==> src/rtl/regfile_wb_arbiter.sv <==
// regfile_wb_arbiter: shares the register file's single write port among the
// ALU (requester 0), load unit (1) and mul/div unit (2), and keeps a pending-write
// scoreboard so decode can stall on read-after-write hazards.
// Optional macro WBARB_ROUND_ROBIN_EN selects round-robin arbitration; without
// it the arbiter uses fixed priority 0 > 1 > 2.
module regfile_wb_arbiter (
  input  logic        Clk,
  input  logic        Rst,
  input  logic [2:0]  req_valid,
  input  logic [14:0] req_addr,
  input  logic [95:0] req_data,
  output logic [2:0]  req_ready,
  output logic [4:0]  RW,
  output logic [31:0] BusW,
  output logic        RegWr,
  input  logic        mark_valid,
  input  logic [4:0]  mark_addr,
  input  logic [4:0]  chk_a,
  input  logic [4:0]  chk_b,
  output logic        busy_a,
  output logic        busy_b,
  output logic [31:0] pending,
  output logic        err
);

  logic [4:0]  rw_q, rw_d;
  logic [31:0] busw_q, busw_d;
  logic        regwr_q, regwr_d;
  logic [31:0] pending_q, pending_d;
  logic        err_q, err_d;

  logic [2:0]  grant;
  logic [1:0]  gnt_idx;
  logic        transfer;
  logic [4:0]  sel_addr;
  logic [31:0] sel_data;
  logic        mark_err, wr_err;

`ifdef WBARB_ROUND_ROBIN_EN
  logic [1:0] ptr_q, ptr_d;
  logic [1:0] first;
  logic [2:0] idx;
  logic       found;

  // Round-robin grant: search starts one past the last granted requester.
  always_comb begin
    grant = 3'b000;
    found = 1'b0;
    idx   = 3'd0;
    first = (ptr_q == 2'd2) ? 2'd0 : ptr_q + 2'd1;
    for (int i = 0; i < 3; i++) begin
      idx = {1'b0, first} + 3'(i);
      if (idx >= 3'd3) idx = idx - 3'd3;
      if (!found && req_valid[idx[1:0]]) begin
        grant[idx[1:0]] = 1'b1;
        found = 1'b1;
      end
    end
  end

  // Pointer remembers the last granted requester; it moves only on a transfer.
  always_comb begin
    ptr_d = ptr_q;
    if (transfer) ptr_d = gnt_idx;
  end

  // Pointer register; reset value 2 gives requester 0 first priority.
  always_ff @(posedge Clk) begin
    if (Rst) ptr_q <= 2'd2;
    else     ptr_q <= ptr_d;
  end
`else
  // Fixed-priority grant: lowest-numbered valid requester wins.
  always_comb begin
    grant = 3'b000;
    if (req_valid[0])      grant = 3'b001;
    else if (req_valid[1]) grant = 3'b010;
    else if (req_valid[2]) grant = 3'b100;
  end
`endif

  assign req_ready = grant;
  assign transfer  = |grant;

  // Select the granted requester's address and data.
  always_comb begin
    gnt_idx  = 2'd0;
    sel_addr = req_addr[4:0];
    sel_data = req_data[31:0];
    if (grant[1]) begin
      gnt_idx  = 2'd1;
      sel_addr = req_addr[9:5];
      sel_data = req_data[63:32];
    end else if (grant[2]) begin
      gnt_idx  = 2'd2;
      sel_addr = req_addr[14:10];
      sel_data = req_data[95:64];
    end
  end

  // Next-state for write port, scoreboard and error flag.
  always_comb begin
    regwr_d = transfer && (sel_addr != 5'd0);
    rw_d    = regwr_d ? sel_addr : rw_q;
    busw_d  = regwr_d ? sel_data : busw_q;

    // Clear the bit being committed this edge; a same-edge mark overrides it.
    pending_d = pending_q;
    if (regwr_q) pending_d[rw_q] = 1'b0;
    if (mark_valid && (mark_addr != 5'd0)) pending_d[mark_addr] = 1'b1;
    pending_d[0] = 1'b0;

    mark_err = mark_valid && (mark_addr != 5'd0) && pending_q[mark_addr] &&
               !(regwr_q && (rw_q == mark_addr));
    wr_err   = transfer && (sel_addr != 5'd0) && !pending_q[sel_addr];
    err_d    = err_q | mark_err | wr_err;
  end

  // State registers; Rst overrides every input.
  always_ff @(posedge Clk) begin
    if (Rst) begin
      rw_q      <= 5'd0;
      busw_q    <= 32'd0;
      regwr_q   <= 1'b0;
      pending_q <= 32'd0;
      err_q     <= 1'b0;
    end else begin
      rw_q      <= rw_d;
      busw_q    <= busw_d;
      regwr_q   <= regwr_d;
      pending_q <= pending_d;
      err_q     <= err_d;
    end
  end

  assign RW      = rw_q;
  assign BusW    = busw_q;
  assign RegWr   = regwr_q;
  assign pending = pending_q;
  assign err     = err_q;
  assign busy_a  = pending_q[chk_a];
  assign busy_b  = pending_q[chk_b];

endmodule
==> config.mk <==
export PLATFORM = sky130hd
export DESIGN_NAME = regfile_wb_arbiter
export DESIGN_NICKNAME = d
export VERILOG_FILES = /design/src/rtl/regfile_wb_arbiter.sv
export SDC_FILE = /design/constraint.sdc
export NUM_CORES = 1
export LEC_CHECK = 0
export ABC_AREA = 1
export CAP_MARGIN = 15
export CORE_MARGIN = 3
export CORE_UTILIZATION = 43
export DETAILED_ROUTE_END_ITERATION = 10
export PLACE_DENSITY = 0.93
export SLEW_MARGIN = 20
export SYNTH_ARGS = -nofsm -noshare
export SYNTH_HDL_FRONTEND = slang
export SYNTH_SLANG_ARGS = --single-unit
==> constraint.sdc <==
create_clock -name Clk -period 2.35 [get_ports Clk]
set_clock_uncertainty 0.15 [all_clocks]
set_input_delay 0.47 -clock Clk [delete_from_list [all_inputs] [get_ports Clk]]
set_output_delay 0.47 -clock Clk [all_outputs]
set_load 0.01 [all_outputs]
* Word-level counts from Yosys, hierarchy flattened *
Cells that the tools add are included.

storage, ports and cells
  register bits = 71
  word-level logic and storage cells = 53
  latch bits = 0
  bits in read-only memories = 0
  output and inout bits = 76
  input port bits = 132
  memories kept = 0
  RAM bits = 0

cells by class
  mux-type cells = 21
  div/mod/pow operators = 0
  $lt $le $gt $ge = 7
  reduce and logical (&&, ||, !) cells = 13
  shift operators = 0
  multiply operators = 0
  bitwise gates (word level) = 5
  equal/unequal tests = 1
  add/sub/neg operators = 0

operators by type and width
  kind                  number
  $mux W32              4
  $and A32 B32 Y32      1
  $not A32 Y32          1
  $or A32 B32 Y32       1
  $lt A5 B6 Y1 const B  5
  $bmux W1 S5           4
  $demux W1 S5          2
  $ge A5 B1 Y1 const B  2
  $mux W5               2
  $reduce_bool A5 Y1    2
  $mux W3               3
  $logic_and A1 B1 Y1   8
  $mux W1               6
  $eq A5 B5 Y1          1
  $reduce_or A3 Y1      1
  $logic_not A1 Y1      2
  $or A1 B1 Y1          2

* Depth between registers and ports, before layout *
  depth after elaboration = 10
  mapped depth = 15

* Least setup slack after synthesis *
OpenSTA, ideal clock, no wires.

  kind = in2out
  from = input chk_a[0]
  to = output busy_a
  data required time = 1.730 ns
  path slack = 0.276 ns
  stages = 6
  arrival time = 1.454 ns
  path buffers = 1
  cell sequence = inv_1 -> clkbuf_1 -> a21oi_1 -> o21ai_0 -> nand3_1 -> a31oi_1

on the way
  longest elaborated chain between the ends = 2

ends and longest elaborated chain
  what                           line  RTL
  start, declared                18    input logic [4:0] chk_a,
  $bmux W1 S5                    141   assign busy_a = pending_q[chk_a];
  $mux W1 (implied by the code)  141
  end, declared                  20    output logic busy_a,

Every way passes these cells. The select of a mux whose other input is x is not followed.

* Worst setup path in the final report *
  from = input mark_addr[2]
  to = register err_q, in the netlist err

on the way
  longest elaborated chain between the ends = 6
  elaborated cells on any way between the ends = 11

ends and longest elaborated chain
  what                                                            line      RTL
  start, declared                                                 17        input logic [4:0] mark_addr,
  $bmux W1 S5 (tied with other cells)                             113       mark_err = mark_valid && (mark_addr != 5'd0) && pending_q[mark_addr] &&
  $mux W1 (implied by the code) (tied with other cells)           113
  $logic_and A1 B1 Y1 / $logic_not A1 Y1 (equally long branches)  113, 114
  $logic_and A1 B1 Y1 (*)                                         113
  $or A1 B1 Y1 (*) (2 in a row)                                   116       err_d = err_q | mark_err | wr_err;
  end signal, assigned                                            132       err_q <= err_d;
  end, declared                                                   30        logic err_q, err_d;

Every way passes the cells marked *; elsewhere a longest branch is shown, timed or not. The select of a mux whose other input is x is not followed.
A chain may end at the register's enable or synchronous reset.

==> run_results.csv <==
group,metric,value,unit
power,pwr-share-comb,31.6,%
route,drtPass1Iterations,8,
setup_path,max_stage_delay,0.62,ns
layout,multi_input_area,2788,um^2
synth,yosys_warnings,0,
timing,min_period,2.295,ns
timing,slew_viol_final,0,
synth,ys.flop_type,"dfxtp_1",
synth,synth_edf_count,0,
setup_path,worstPathRequired,2.49,ns
clocking,numCtsBuffers,9,
layout,diodes,0,
setup_path,crit_type,"input pin to flop",
power,power.share.switching,31.91,%
power,p_leak,3.120,nW
route,vias_per_cell,5.700,
global_routing,grtUsageTotal,30.77,%
setup_path,cp_cell_sequence,"clkdlybuf4s50_1 > inv_1 > nor3_1 > o21ai_0 > nand2_1 > nor2_1 > nand2_1 > a21oi_1 > nand3_1 > nand2_1 > inv_1",
synth,synth_area,4643,um^2
synth,yosys.cell_count.top_type,"nand2_1",
synth,synth_top_area_share,30.18,%
floorplan,start_util,44.58,%
placement,dp_hpwl,14560,um
global_routing,grt_pass1_wl,29270,um
layout,nets,1144,
synth,yosysTopAreaCell,"dfxtp_1",
placement,gp_congestion,0.9913,
floorplan,die-area,12080,um^2
clocking,cts_tree,"built",
synth,async_flop_share,0,%
synth,synth_top_family_by_area,"compound AO/OA/AOI/OAI gates",
layout,area_growth,62.52,%
route,routedWlPerCell,16.54,um
power,power,3.439,mW
power,p_switching,1.097,mW
route,ant_nets,0,
clocking,cts_max_level,3,
setup_path,startpoint_type,"input pin",
layout,seqCellArea,1410,um^2
layout,stdcell_area,7546,um^2
global_routing,grt_overflow,0,
job,max_cap_viol_count,0,
placement,place_area,7301,um^2
synth,synth_seq_area_share,30.18,%
floorplan,fp.dieW,109.9,um
clocking,clock_sinks,70,
setup_path,crit_path_top_delay_cell,"clkdlybuf4s50_1",
placement,port_buffers,206,
synth,syn_inst,750,
synth,synth_fp_nets,882,
clocking,cts_hold_buf,0,
floorplan,num_rows,37,
timing,finalCritPeriodShare,97.66,%
global_routing,antenna_found_initial,0,
timing,hold_viol_final,0,
synth,synth_compound_area_share,31.18,%
hold_path,holdCritPathClass,"flop to flop",
clocking,clk_pin_slew,0.09,ns
route,drt_iter0_drc,674,
synth,synth_common_cells,"161 x nand2_1, 113 x o21ai_0, 108 x a21oi_1",
power,vdd_ir_drop_max,0.3580,mV
synth,yosys.area_share.adder,0,%
global_routing,grt_max_degree,65,
setup_path,end_kind,"flop",
synth,yosys-mux-area-fraction,0,%
layout,final_core_util,72.44,%
outcome,status,"finished clean",
layout,fillers,789,
synth,yosys-top-cells-area,"dfxtp_1 30%, nand2_1 13%, o21ai_0 12%",
global_routing,grt_pass1_vias,6261,
timing,max_slew.worst_pin.slew,0.6313,ns
route,wirelength,19080,um
setup_path,arrival,2.44,ns
timing,fmax,435.7,MHz
clocking,clk_path_buf_depth,2,
synth,synth_cell_types,34,
clocking,cts_root_buffer,"clkbuf_8",
floorplan,core_area,10420,um^2
timing,max_slew_margin,57.59,%
floorplan,io-pin-count,208,
setup_path,crit_fanout,6,
power,clkPwrFrac,30.0,%
power,power_density,455.8,nW/um^2
power,p_seq_share,38.4,%
synth,synthXorXnorAreaFrac,0.3773,%
layout,drive_above_1_share,14.65,%
power,intPower,2.342,mW
route,drc_errors,0,
synth,synth.ff_latch_count,70,
synth,synthSimpleGateAreaFrac,27.89,%
synth,synth_area_per_cell,6.191,um^2
route,num_vias,6572,
setup_path,cpMostUsedCell,"nand2_1",
clocking,insertion_delay,0.34,ns
timing,setup_violations,0,
floorplan,die_height,109.9,um
-- flip-flops by register name, indices dropped and copies added (netlist names) --
name and flops:
err 1, pending 31, BusW 32, RW 5, RegWr 1
-- layout by cell type, fill, tap and decap left out, types with 3 or more instances in the layout --
cell type / count
a21oi_1: 105
buf_2: 3
nand2_1: 158
nand2_2: 4
nand3_2: 3
buf_4: 80
dlymetal6s2s_1: 3
clkdlybuf4s50_1: 194
nand2_4: 3
nor3_1: 10
o21ai_1: 55
dfxtp_2: 7
a21oi_2: 3
inv_2: 10
inv_1: 52
dfxtp_1: 63
o22ai_1: 10
buf_12: 3
clkbuf_8: 9
dlygate4sd2_1: 3
nor2_1: 11
clkbuf_2: 4
o21ai_0: 95
nand3_1: 98
-- routing by layer --
metal	vias to the layer above	global-route usage (%)	share of wire, %
li1	3100	-	-
met1	2876	35.02	35
met2	488	50.61	47
met3	108	9.630	12
met4	0	17.72	5.3
met5	-	0	0
-- worst max-delay path: cells and delay by family --
family	cells	cell delay, ns
buffers and inverters	3	0.80
AND/OR/NAND/NOR	6	0.91
AO/OA/AOI/OAI	2	0.25
-- final cells by class --
class / count / area share, %
timing repair buffer: 291 / 35.95
sequential: 70 / 18.69
clock inverter: 7 / 1.144
multi-input combinational: 574 / 36.94
inverter: 66 / 3.383
clock buffer: 9 / 1.642
tap: 136 / 2.255
-- logic make-up (layout without fill, tap and decap cells) --
kind of cell              Yosys count  in the layout
buffers and inverters             106            373
xor gates and xnor gates            2              2
AOI/OAI and AO/OA                 279            279
and+or+nand+nor                   292            292
DFF                                70             70
other                               1              1
-- stage by stage --
stage / TNS, ns / setup WS [ns] / hold slack [ns] / std cells
5_1_grt: -0.02960 / -0.02861 / 0.3803 / 1153
3_5_place_dp: -12.19 / -0.7205 / 0.3447 / 1134
2_1_floorplan: 0 / 0.2760 / 0.3564 / 750
6_report: 0 / 0.05493 / 0.3542 / 1153
4_1_cts: -0.07144 / -0.07144 / 0.3592 / 1152
3_3_place_gp: -10.49 / -0.6738 / 0.3265 / 1134
-- path summary, 6_finish.rpt --
kind | end | start | cells past startpoint | slack, ns
worst max register to register | err$_SDFF_PP0_ | pending[29]$_SDFF_PP0_ | 11 | 0.59
worst max-delay path | err$_SDFF_PP0_ | mark_addr[2] | 11 | 0.05
worst min register to register | pending[19]$_SDFF_PP0_ | pending[19]$_SDFF_PP0_ | 2 | 0.35
worst min-delay path | pending[19]$_SDFF_PP0_ | pending[19]$_SDFF_PP0_ | 2 | 0.35
-- what timing repair did --
item                                    CTS  global route
cloned                                    0             1
resized for setup                        21            50
buffers inserted                          2             0
endpoints found under the setup margin    5            20
pin swaps                                 0             2
-- power by group through the flow --
stage | combinational (mW) | clock [mW] | sequential, mW
2_1_floorplan | 0.442 | 0 | 1.37
3_5_place_dp | 1.07 | 0 | 1.34
6_report | 1.09 | 1.03 | 1.32
3_3_place_gp | 1.05 | 0 | 1.34
5_1_grt | 1.18 | 1.09 | 1.33
4_1_cts | 1.07 | 1.04 | 1.32
Power figures use the tool's default switching activity.
